--- src/rtl/ocx_tlx_fifo_pkg.sv ---
`default_nettype none
// ============================================================================
// Module      : ocx_tlx_fifo_pkg
// Description : Shared definitions for the TLX data-FIFO read side: entry
//               geometry (512-bit payload plus a bad-data flag) and the
//               drain serializer state encoding.
// Contents    : ENTRY_WIDTH, PAYLOAD_WIDTH, BAD_BIT, state_t, num_beats()
// Revision    : 1.0 - initial release
// ============================================================================
package ocx_tlx_fifo_pkg;

    localparam int ENTRY_WIDTH   = 513;
    localparam int PAYLOAD_WIDTH = 512;
    localparam int BAD_BIT       = 512;

    typedef enum logic [0:0] {
        IDLE = 1'b0,
        SEND = 1'b1
    } state_t;

    // Beats needed to move one payload at a given beat width.
    function automatic int num_beats(input int beat_width);
        return PAYLOAD_WIDTH / beat_width;
    endfunction

endpackage
`default_nettype wire

--- src/rtl/ocx_tlx_fifo_drain_serializer_if.sv ---
`default_nettype none
// ============================================================================
// Module      : ocx_tlx_fifo_drain_serializer_if
// Description : Bundles the FIFO read-side signals, the beat stream toward
//               the transmit framer and the status outputs of the drain
//               serializer.
// Modports    : master - the serializer (pops FIFO, drives beat stream)
//               slave  - the surroundings (FIFO + framer)
// Signals     : fifo_data_out[512:0], fifo_data_available,
//               fifo_data_look_ahead, fifo_underflow_error,
//               fifo_overflow_error, fifo_rd_done, tx_valid, tx_ready,
//               tx_data[BEAT_WIDTH-1:0], tx_first, tx_last, tx_bad,
//               entries_sent[15:0], fifo_error_sticky
// Revision    : 1.0 - initial release
// ============================================================================
interface ocx_tlx_fifo_drain_serializer_if #(
    parameter int BEAT_WIDTH = 128
);
    import ocx_tlx_fifo_pkg::*;

    logic [ENTRY_WIDTH-1:0] fifo_data_out;
    logic                   fifo_data_available;
    logic                   fifo_data_look_ahead;
    logic                   fifo_underflow_error;
    logic                   fifo_overflow_error;
    logic                   fifo_rd_done;

    logic                   tx_valid;
    logic                   tx_ready;
    logic [BEAT_WIDTH-1:0]  tx_data;
    logic                   tx_first;
    logic                   tx_last;
    logic                   tx_bad;

    logic [15:0]            entries_sent;
    logic                   fifo_error_sticky;

    modport master (
        input  fifo_data_out, fifo_data_available, fifo_data_look_ahead,
               fifo_underflow_error, fifo_overflow_error, tx_ready,
        output fifo_rd_done, tx_valid, tx_data, tx_first, tx_last, tx_bad,
               entries_sent, fifo_error_sticky
    );

    modport slave (
        output fifo_data_out, fifo_data_available, fifo_data_look_ahead,
               fifo_underflow_error, fifo_overflow_error, tx_ready,
        input  fifo_rd_done, tx_valid, tx_data, tx_first, tx_last, tx_bad,
               entries_sent, fifo_error_sticky
    );

endinterface
`default_nettype wire

--- src/rtl/ocx_tlx_fifo_drain_serializer.sv ---
`default_nettype none
// ============================================================================
// Module      : ocx_tlx_fifo_drain_serializer
// Description : Pops 513-bit entries from the TLX data FIFO and streams the
//               512-bit payload as NUM_BEATS beats of BEAT_WIDTH bits on a
//               valid/ready interface. Bit 512 (bad data) rides along on
//               every beat of its entry. Back-to-back entries stream with no
//               bubble when the next entry is already waiting.
// Parameters  : BEAT_WIDTH - 64, 128 or 256
// Ports       : clock   - single clock
//               reset_n - synchronous, active-low reset
//               bus     - master side of ocx_tlx_fifo_drain_serializer_if
// Revision    : 1.0 - initial release
// ============================================================================
module ocx_tlx_fifo_drain_serializer
    import ocx_tlx_fifo_pkg::*;
#(
    parameter int BEAT_WIDTH = 128
) (
    input  wire logic                        clock,
    input  wire logic                        reset_n,
    ocx_tlx_fifo_drain_serializer_if.master  bus
);

    localparam int                   NUM_BEATS = num_beats(BEAT_WIDTH);
    localparam int                   BEAT_BITS = $clog2(NUM_BEATS);
    localparam int                   LANE_BITS = $clog2(BEAT_WIDTH);
    localparam logic [BEAT_BITS-1:0] LAST_BEAT = BEAT_BITS'(NUM_BEATS - 1);

    state_t                   state_q, state_d;
    logic [ENTRY_WIDTH-1:0]   hold_q, hold_d;
    logic [BEAT_BITS-1:0]     beat_q, beat_d;
    logic                     rd_done_q, rd_done_d;
    logic [15:0]              entries_sent_q, entries_sent_d;
    logic                     fifo_error_sticky_q, fifo_error_sticky_d;

    logic                     in_send;
    logic                     capture_ok;
    logic                     accept;
    logic                     last_beat;
    logic [PAYLOAD_WIDTH-1:0] payload;
    logic [8:0]               beat_base;
    logic                     unused_look_ahead;

    // Look-ahead is informational only; nothing here depends on it.
    assign unused_look_ahead = bus.fifo_data_look_ahead;

    assign in_send   = (state_q == SEND);
    assign last_beat = (beat_q == LAST_BEAT);
    assign accept    = in_send & bus.tx_ready;

    // The cycle after a pop the FIFO head is still the old entry, so
    // capture is blanked then. Gating with reset_n keeps a pop from being
    // issued while the block is held in reset.
    assign capture_ok = bus.fifo_data_available & ~rd_done_q & reset_n;

    // BEAT_WIDTH is a power of two, so the lane offset is the beat index
    // shifted left; 9 bits exactly address the 512-bit payload.
    assign payload   = hold_q[PAYLOAD_WIDTH-1:0];
    assign beat_base = {beat_q, {LANE_BITS{1'b0}}};

    always_comb begin
        state_d             = state_q;
        hold_d              = hold_q;
        beat_d              = beat_q;
        rd_done_d           = 1'b0;
        entries_sent_d      = entries_sent_q;
        fifo_error_sticky_d = fifo_error_sticky_q
                            | bus.fifo_underflow_error
                            | bus.fifo_overflow_error;

        case (state_q)
            IDLE: begin
                if (capture_ok) begin
                    hold_d    = bus.fifo_data_out;
                    beat_d    = '0;
                    rd_done_d = 1'b1;
                    state_d   = SEND;
                end
            end
            SEND: begin
                if (accept) begin
                    if (last_beat) begin
                        entries_sent_d = entries_sent_q + 16'd1;
                        if (capture_ok) begin
                            // Next entry is ready: reload without a bubble.
                            hold_d    = bus.fifo_data_out;
                            beat_d    = '0;
                            rd_done_d = 1'b1;
                        end else begin
                            state_d = IDLE;
                        end
                    end else begin
                        beat_d = beat_q + BEAT_BITS'(1);
                    end
                end
            end
            default: state_d = IDLE;
        endcase
    end

    always_ff @(posedge clock) begin
        if (!reset_n) begin
            state_q             <= IDLE;
            hold_q              <= '0;
            beat_q              <= '0;
            rd_done_q           <= 1'b0;
            entries_sent_q      <= '0;
            fifo_error_sticky_q <= 1'b0;
        end else begin
            state_q             <= state_d;
            hold_q              <= hold_d;
            beat_q              <= beat_d;
            rd_done_q           <= rd_done_d;
            entries_sent_q      <= entries_sent_d;
            fifo_error_sticky_q <= fifo_error_sticky_d;
        end
    end

    // Beat outputs are forced to zero outside SEND so an idle stream
    // presents no stale payload.
    assign bus.tx_valid          = in_send;
    assign bus.tx_data           = in_send ? payload[beat_base +: BEAT_WIDTH] : '0;
    assign bus.tx_first          = in_send & (beat_q == '0);
    assign bus.tx_last           = in_send & last_beat;
    assign bus.tx_bad            = in_send & hold_q[BAD_BIT];
    assign bus.fifo_rd_done      = rd_done_d;
    assign bus.entries_sent      = entries_sent_q;
    assign bus.fifo_error_sticky = fifo_error_sticky_q;

endmodule
`default_nettype wire
--- src/flat_wrapper.sv ---
// flat-port wrapper written by rule: the top's interface ports become plain ports
module ocx_tlx_fifo_drain_serializer_flat import ocx_tlx_fifo_pkg::*;
#(
    parameter int BEAT_WIDTH = 128
)
  (clock, reset_n, bus_fifo_data_out, bus_fifo_data_available, bus_fifo_data_look_ahead, bus_fifo_underflow_error, bus_fifo_overflow_error, bus_tx_ready, bus_fifo_rd_done, bus_tx_valid, bus_tx_data, bus_tx_first, bus_tx_last, bus_tx_bad, bus_entries_sent, bus_fifo_error_sticky);
  ocx_tlx_fifo_drain_serializer_if #(.BEAT_WIDTH(BEAT_WIDTH)) bus_i ();
  input  wire logic clock;
  input  wire logic reset_n;
  input wire logic [$bits(bus_i.fifo_data_out)-1:0] bus_fifo_data_out;
  input wire logic [$bits(bus_i.fifo_data_available)-1:0] bus_fifo_data_available;
  input wire logic [$bits(bus_i.fifo_data_look_ahead)-1:0] bus_fifo_data_look_ahead;
  input wire logic [$bits(bus_i.fifo_underflow_error)-1:0] bus_fifo_underflow_error;
  input wire logic [$bits(bus_i.fifo_overflow_error)-1:0] bus_fifo_overflow_error;
  input wire logic [$bits(bus_i.tx_ready)-1:0] bus_tx_ready;
  output wire logic [$bits(bus_i.fifo_rd_done)-1:0] bus_fifo_rd_done;
  output wire logic [$bits(bus_i.tx_valid)-1:0] bus_tx_valid;
  output wire logic [$bits(bus_i.tx_data)-1:0] bus_tx_data;
  output wire logic [$bits(bus_i.tx_first)-1:0] bus_tx_first;
  output wire logic [$bits(bus_i.tx_last)-1:0] bus_tx_last;
  output wire logic [$bits(bus_i.tx_bad)-1:0] bus_tx_bad;
  output wire logic [$bits(bus_i.entries_sent)-1:0] bus_entries_sent;
  output wire logic [$bits(bus_i.fifo_error_sticky)-1:0] bus_fifo_error_sticky;
  assign bus_i.fifo_data_out = bus_fifo_data_out;
  assign bus_i.fifo_data_available = bus_fifo_data_available;
  assign bus_i.fifo_data_look_ahead = bus_fifo_data_look_ahead;
  assign bus_i.fifo_underflow_error = bus_fifo_underflow_error;
  assign bus_i.fifo_overflow_error = bus_fifo_overflow_error;
  assign bus_i.tx_ready = bus_tx_ready;
  assign bus_fifo_rd_done = bus_i.fifo_rd_done;
  assign bus_tx_valid = bus_i.tx_valid;
  assign bus_tx_data = bus_i.tx_data;
  assign bus_tx_first = bus_i.tx_first;
  assign bus_tx_last = bus_i.tx_last;
  assign bus_tx_bad = bus_i.tx_bad;
  assign bus_entries_sent = bus_i.entries_sent;
  assign bus_fifo_error_sticky = bus_i.fifo_error_sticky;
  ocx_tlx_fifo_drain_serializer #(.BEAT_WIDTH(BEAT_WIDTH)) u_core (.clock(clock), .reset_n(reset_n), .bus(bus_i));
endmodule
--- config.mk ---
export PLATFORM = sky130hd
export DESIGN_NAME = ocx_tlx_fifo_drain_serializer_flat
export DESIGN_NICKNAME = d
export VERILOG_FILES = /design/src/rtl/ocx_tlx_fifo_pkg.sv /design/src/rtl/ocx_tlx_fifo_drain_serializer_if.sv /design/src/rtl/ocx_tlx_fifo_drain_serializer.sv /design/src/flat_wrapper.sv
export SDC_FILE = /design/constraint.sdc
export NUM_CORES = 1
export LEC_CHECK = 0
export ABC_CLOCK_PERIOD_IN_PS = 2800
export CAP_MARGIN = 15
export CORE_AREA = 2 2 258 260
export CTS_BUF_LIST = sky130_fd_sc_hd__clkbuf_4
export DETAILED_ROUTE_END_ITERATION = 8
export DIE_AREA = 0 0 260 262
export GPL_ROUTABILITY_DRIVEN = 0
export SETUP_SLACK_MARGIN = 0.1
export SYNTH_ARGS = -nofsm -noshare
export SYNTH_HDL_FRONTEND = slang
export SYNTH_SLANG_ARGS = --single-unit
export TNS_END_PERCENT = 30
--- constraint.sdc ---
create_clock -name clock -period 2.8 [get_ports clock]
set_clock_uncertainty 0.1 [all_clocks]
set_input_delay 0.42 -clock clock [delete_from_list [all_inputs] [get_ports clock]]
set_output_delay 0.42 -clock clock [all_outputs]
set_load 0.05 [all_outputs]
==> results of run 1 <==
-- worst reg2reg max path, delay by kind of cell (launching register included) --
kind / cells / cell delay (ns)
flops: 1 / 0.38
buf+inv: 3 / 0.98
compound gates: 2 / 0.42
fa+ha+maj: 1 / 0.19
simple gates: 2 / 0.21
-- what timing repair did --
action                     CTS  global route
gates resized for setup    255            17
hold endpoints to repair   515             0
pin swaps                    2             1
hold buffers               517             0
setup endpoints to repair  150           131
buffers inserted            13             1
cloned                       7             2
-- cell families after synthesis --
logic type / count (synthesis)
xor+xnor: 10
compound gates: 526
simple gates: 1209
fa+ha+maj: 3
buf+inv: 224
flops: 534
mux: 131
-- path summary, 6_finish.rpt --
check | from | to | slack (ns) | cells past startpoint
worst max-delay path | u_core.beat_q[0] | bus_tx_data[15] | -0.30 | 5
worst min-delay path | reset_n | u_core.bus.entries_sent[15] | 0.23 | 4
worst max register to register | u_core.beat_q[0] | u_core.hold_q[365] | 0.48 | 8
worst min register to register | u_core.hold_q[336] | u_core.hold_q[336] | 0.35 | 2
-- cells in the mapped netlist --
| cell | instances | share of area |
|---|---|---|
| buf_2 | 120 | 0.027 |
| and4_1 | 1 | 0.00039 |
| xnor2_1 | 7 | 0.0027 |
| nor3_1 | 3 | 0.00067 |
| a21oi_1 | 517 | 0.12 |
| inv_1 | 4 | 0.00067 |
| a21boi_0 | 1 | 0.00034 |
| o21ai_1 | 2 | 0.00045 |
| ha_1 | 3 | 0.0017 |
| or4_1 | 3 | 0.0010 |
| nand3_4 | 1 | 0.00078 |
| nand4_1 | 1 | 0.00028 |
| and2_1 | 131 | 0.037 |
| a21o_1 | 1 | 0.00034 |
| buf_1 | 5 | 0.00084 |
| nand3_1 | 7 | 0.0016 |
| nand3b_1 | 2 | 0.00067 |
| nand2b_1 | 2 | 0.00056 |
| clkbuf_1 | 91 | 0.015 |
| mux4_2 | 128 | 0.13 |
| or3_1 | 2 | 0.00056 |
| a22oi_1 | 2 | 0.00067 |
| or3b_1 | 1 | 0.00039 |
| nor2_1 | 15 | 0.0025 |
| xor2_1 | 3 | 0.0012 |
| buf_4 | 1 | 0.00034 |
| nand4_4 | 1 | 0.00095 |
| mux2i_1 | 3 | 0.0013 |
| inv_2 | 3 | 0.00050 |
| nand2_1 | 1035 | 0.17 |
| o31ai_1 | 3 | 0.0010 |
| nor4_1 | 4 | 0.0011 |
| dfxtp_1 | 534 | 0.48 |
-- state kept, by name, indices dropped and copies added, names as in the netlist --
name,cells
u_core.hold_q,513
u_core.bus.entries_sent,16
u_core.beat_q,2
u_core.bus.fifo_error_sticky,1
u_core.bus.tx_valid,1
u_core.rd_done_q,1
-- layer usage --
layer,track usage,vias to the layer above,part of all wire
met5,0,-,0
met4,0.147,0,0.045
met3,0.0648,266,0.064
met2,0.428,935,0.50
met1,0.280,11400,0.39
li1,-,11400,-
-- cell type report --
| type | count | share of cell area |
|---|---|---|
| flip-flops and latches | 534 | 0.280 |
| well taps | 864 | 0.0283 |
| diodes | 23 | 0.00151 |
| clock buffers | 226 | 0.0444 |
| multi-input cells | 1879 | 0.284 |
| repair buffers | 1287 | 0.354 |
| inverters | 7 | 0.00157 |
| clock inverters | 36 | 0.00635 |
-- where the power goes --
part	total (uW)	leakage (uW)	switching (uW)	internal, uW
registers	8140	0.00435	192	7940
clock network	7350	0.00116	3400	3960
logic	3050	0.00882	1290	1760
total	18500	0.0143	4880	13700
-- per-stage QoR --
step / hold WS [ns] / setup TNS [ns] / cells / instance area, um^2 / util
global route: 0.124 / -50.63 / 4849 / 38200 / 0.586
detailed placement: 0.343 / 0 / 4032 / 29900 / 0.458
floorplan: 0.332 / 0 / 2637 / 22300 / -
finish: 0.226 / -29.18 / 4856 / 38200 / 0.586
global placement: 0.336 / 0 / 4032 / 29900 / 0.458
CTS: 0.0430 / -51.73 / 4831 / 38100 / 0.583
==> flow_summary.ini, run 1 <==
[place]
hpwlAfterDp_um = 56600
port_buffers = 668
dp_slack_ns = 0.298

[timing]
worst_pin_slew_ns = 0.551
setup_viol = 129
rsz0062_at_grt = true
fmaxAchievable_mhz = 322
period_minus_slack_ns = 3.10
slew_headroom = 0.634
fin_ws_ns = -0.304
hold_viol_final = 0
final_max_slew_viol_count = 0
period_share = 1.11

[logic_synthesis]
synth_compound_area_frac = 0.119
netlist_area_um2 = 22300
synth_cell_type_count = 33
synthAdderAreaFrac = 0.00168
synth-seq-cells = 534
synth_top_family_by_area = simple AND/OR/NAND/NOR gates
synthCells = 2637
syn_avg_cell_area_um2 = 8.47
synth_simple_gate_area_frac = 0.222
muxShareOfSynthArea = 0.130
syn_nets = 3160
synth_warnings = 0
ys_seq_area_frac = 0.479
synth_xor_area_frac = 0.00392

[floorplan]
core.rowCount = 94
io_pins = 670
die_h_um = 262
core_area_um2 = 65300
start_util = 0.342
dieArea_um2 = 68100
die_w_um = 260

[finish]
register_area_um2 = 10700
nNetsFinal = 4382
final_cell_mix = nand2_1 (1034), dfxtp_1 (531), clkdlybuf4s50_1 (518), a21oi_1 (517), dlygate4sd3_1 (517)
nFillCells = 5478
areaGrowthSynthToFinish_pct = 71.2
final_common_cell = nand2_1
multi_input_area_um2 = 10900
drive_above_1_share = 0.176

[detailed_routing]
antenna_left = 0
firstDrtPassIters = 5
drt_wl_total_um = 87800
post_drt_wl_per_cell_um = 18.1
vias = 23900
drt-vias-per-instance = 4.93
drc_errors = 0
drtIter0Drc = 1625

[power_and_ir_drop]
peakVddDrop_v = 0.000395
power.density_nw_per_um2 = 485
power_uw = 18500
p_leak_uw = 0.0143

[clock_tree]
clkTransAtPathRegs_ns = 0.06
worstSkewPairLatency_ns = 0.93
htreeDepth = 4
tritoncts = yes
cts_sinks = 534
cts_made_buffers = 150
clock_path_buffers = 3
cts-root-buf = clkbuf_4

[worst_setup_path]
crit_path_max_fanout = 6
crit_chain = buf_16 > buf_6 > mux4_2 > and2_1 > buf_4
path_buf_inv = 3
worstSetupStartpointType = flip-flop
crit_required_ns = 2.28
cp_top_family = multiplexers
cp_slowest_cell = mux4_2
slowest_delay_ns = 0.56
arrival_ns = 2.58
end_kind = output pin
path_class = flip-flop to output pin

[global_route]
grt_use_total = 0.250
gr-total-overflow = 0
first_global_vias = 25400
antenna_found_initial = 16
grt_max_degree = 83
grt_first_pass_wirelength_um = 134000

[outcome]
violations = setup timing
outcome = complete, but fails checks

[flow_run]
maxCapViolCount = 0

[min_path]
min_path_type = input port to flip-flop
Note: power is estimated with default switching activity, not from simulation.
==> run 2: changes to the inputs <==
- CELL_PAD_IN_SITES_DETAIL_PLACEMENT: unset -> 1
- CELL_PAD_IN_SITES_GLOBAL_PLACEMENT: unset -> 1
- CORE_AREA: 2 2 258 260 -> 2 2 260 262
- DIE_AREA: 0 0 260 262 -> 0 0 262 264
- PLACE_DENSITY_LB_ADDON: unset -> 0.1
==> flow_summary.ini, run 2 (synthesis gave the netlist of run 1 again) <==
[outcome]
outcome = complete, but fails checks
violations = setup timing

[global_route]
grt_max_degree = 152
gr-total-overflow = 0
grt_use_total = 0.288
grt_first_pass_wirelength_um = 154000
antenna_found_initial = 42
first_global_vias = 27400

[place]
port_buffers = 668
hpwlAfterDp_um = 60300
dp_slack_ns = 0.257
place_area_um2 = 29600
dp.cells = 4012

[worst_setup_path]
crit_chain = buf_12 > buf_12 > mux4_2 > and2_1 > buf_4
cp_common_cell = buf_12
cp_slowest_cell = mux4_2
worstSetupStartpointType = flip-flop
slowest_delay_ns = 0.52
crit_path_max_fanout = 10
arrival_ns = 2.63
path_class = flip-flop to output pin
path_buf_inv = 3
end_kind = output pin
crit_required_ns = 2.28
cp_top_family = buffers and inverters

[flow_run]
maxCapViolCount = 0

[timing]
final_max_slew_viol_count = 0
setup_viol = 129
timing.setup.tns_ns = -37.61
rsz0062_at_grt = true
period_minus_slack_ns = 3.15
fin_ws_ns = -0.352
slew_headroom = 0.477
hold_viol_final = 0
period_share = 1.13
fmaxAchievable_mhz = 317
worst_pin_slew_ns = 0.784

[power_and_ir_drop]
p_sw_frac = 0.276
power_uw = 18800
p_leak_uw = 0.0141
power.density_nw_per_um2 = 493
combPwrFrac = 0.166
p_int_uw = 13600
p_switching_uw = 5180
seq_power_share = 0.435
peakVddDrop_v = 0.000327
clkPwrFrac = 0.399

[clock_tree]
cts_made_buffers = 156
clkTransAtPathRegs_ns = 0.06
cts_sinks = 534
cts-root-buf = clkbuf_4
worstSkewPairLatency_ns = 0.95
htreeDepth = 4
tritoncts = yes
clock_path_buffers = 3

[floorplan]
core.rowCount = 95
start_util = 0.336
die_w_um = 262
dieArea_um2 = 69200
io_pins = 670
die_h_um = 264
core_area_um2 = 66600

[finish]
areaGrowthSynthToFinish_pct = 70.4
drive_above_1_share = 0.176
largest_reg_flops = 513
nNetsFinal = 4350
finalNonFillerCells = 4837
final_cell_mix = nand2_1 (1035), dfxtp_1 (531), clkdlybuf4s50_1 (518), a21oi_1 (517), dlygate4sd3_1 (516)
stdcell_area_um2 = 38100
largest_register = u_core.hold_q
final_common_cell = nand2_1

[detailed_routing]
drc_errors = 0
antenna_left = 0
drt_wl_total_um = 104000
vias = 24500
firstDrtPassIters = 5
drt-vias-per-instance = 5.07
post_drt_wl_per_cell_um = 21.6
drtIter0Drc = 1367

[min_path]
min_path_type = input port to flip-flop
run 2: metal layers:
layer  share of wire  routed length (um)  vias up  GRT usage
met5         0.00026                  27        -          0
li1                -                   -    11300          -
met2            0.51               53600      854      0.511
met1            0.38               39700    12100      0.313
met4           0.051                5280        4      0.158
met3           0.054                5620      339     0.0720
run 2: through the flow:
step / hold slack, ns / utilization
CTS: 0.00445 / 0.560
finish: 0.0991 / 0.572
floorplan: 0.332 / -
global placement: 0.339 / 0.445
global route: 0.0344 / 0.572
detailed placement: 0.347 / 0.445
run 2: area by class of cell:
class	count	area, um^2
antenna	44	110
inverter	7	48.8
timing repair buffer	1249	13300
tap	873	1090
clock inverter	35	268
multi-input combinational	1879	11000
sequential	534	10700
clock buffer	216	1620
fill	7513	28500
run 2: timing repair:
action | 4_1_cts | 5_1_grt
pin swaps | 2 | 2
hold buffers | 516 | 0
setup buffers | 4 | 1
cloned | 4 | 5
hold endpoints to repair | 514 | 0
resized for setup | 160 | 170
endpoints found under the setup margin | 149 | 133
run 2: path summary, 6_finish.rpt:
kind / start / endpoint / slack (ns) / cells after the start
worst max-delay path: u_core.beat_q[0] / bus_tx_data[35] / -0.35 / 5
worst min-delay path: bus_fifo_data_out[252] / u_core.hold_q[252] / 0.1 / 3
worst max register to register: u_core.beat_q[0] / u_core.hold_q[242] / 0.26 / 8
worst min register to register: u_core.hold_q[509] / u_core.hold_q[509] / 0.35 / 2
run 2: power groups by stage:
stage / logic (uW) / clock network [uW] / registers, uW
after floorplan: 1100 / 0 / 8230
after global placement: 2230 / 0 / 8270
after detailed placement: 2270 / 0 / 8300
after CTS: 2980 / 7630 / 8130
after global routing: 3330 / 8150 / 8180
final: 3110 / 7490 / 8150
run 2: worst register-to-register path, stage by stage, from the launching register on:
cell,delay [ns]
dfxtp_4,0.41
buf_12,0.18
ha_2,0.28
nand2_1,0.11
a21o_4,0.29
inv_12,0.15
buf_4,0.51
nand2_1,0.22
a21oi_1,0.21
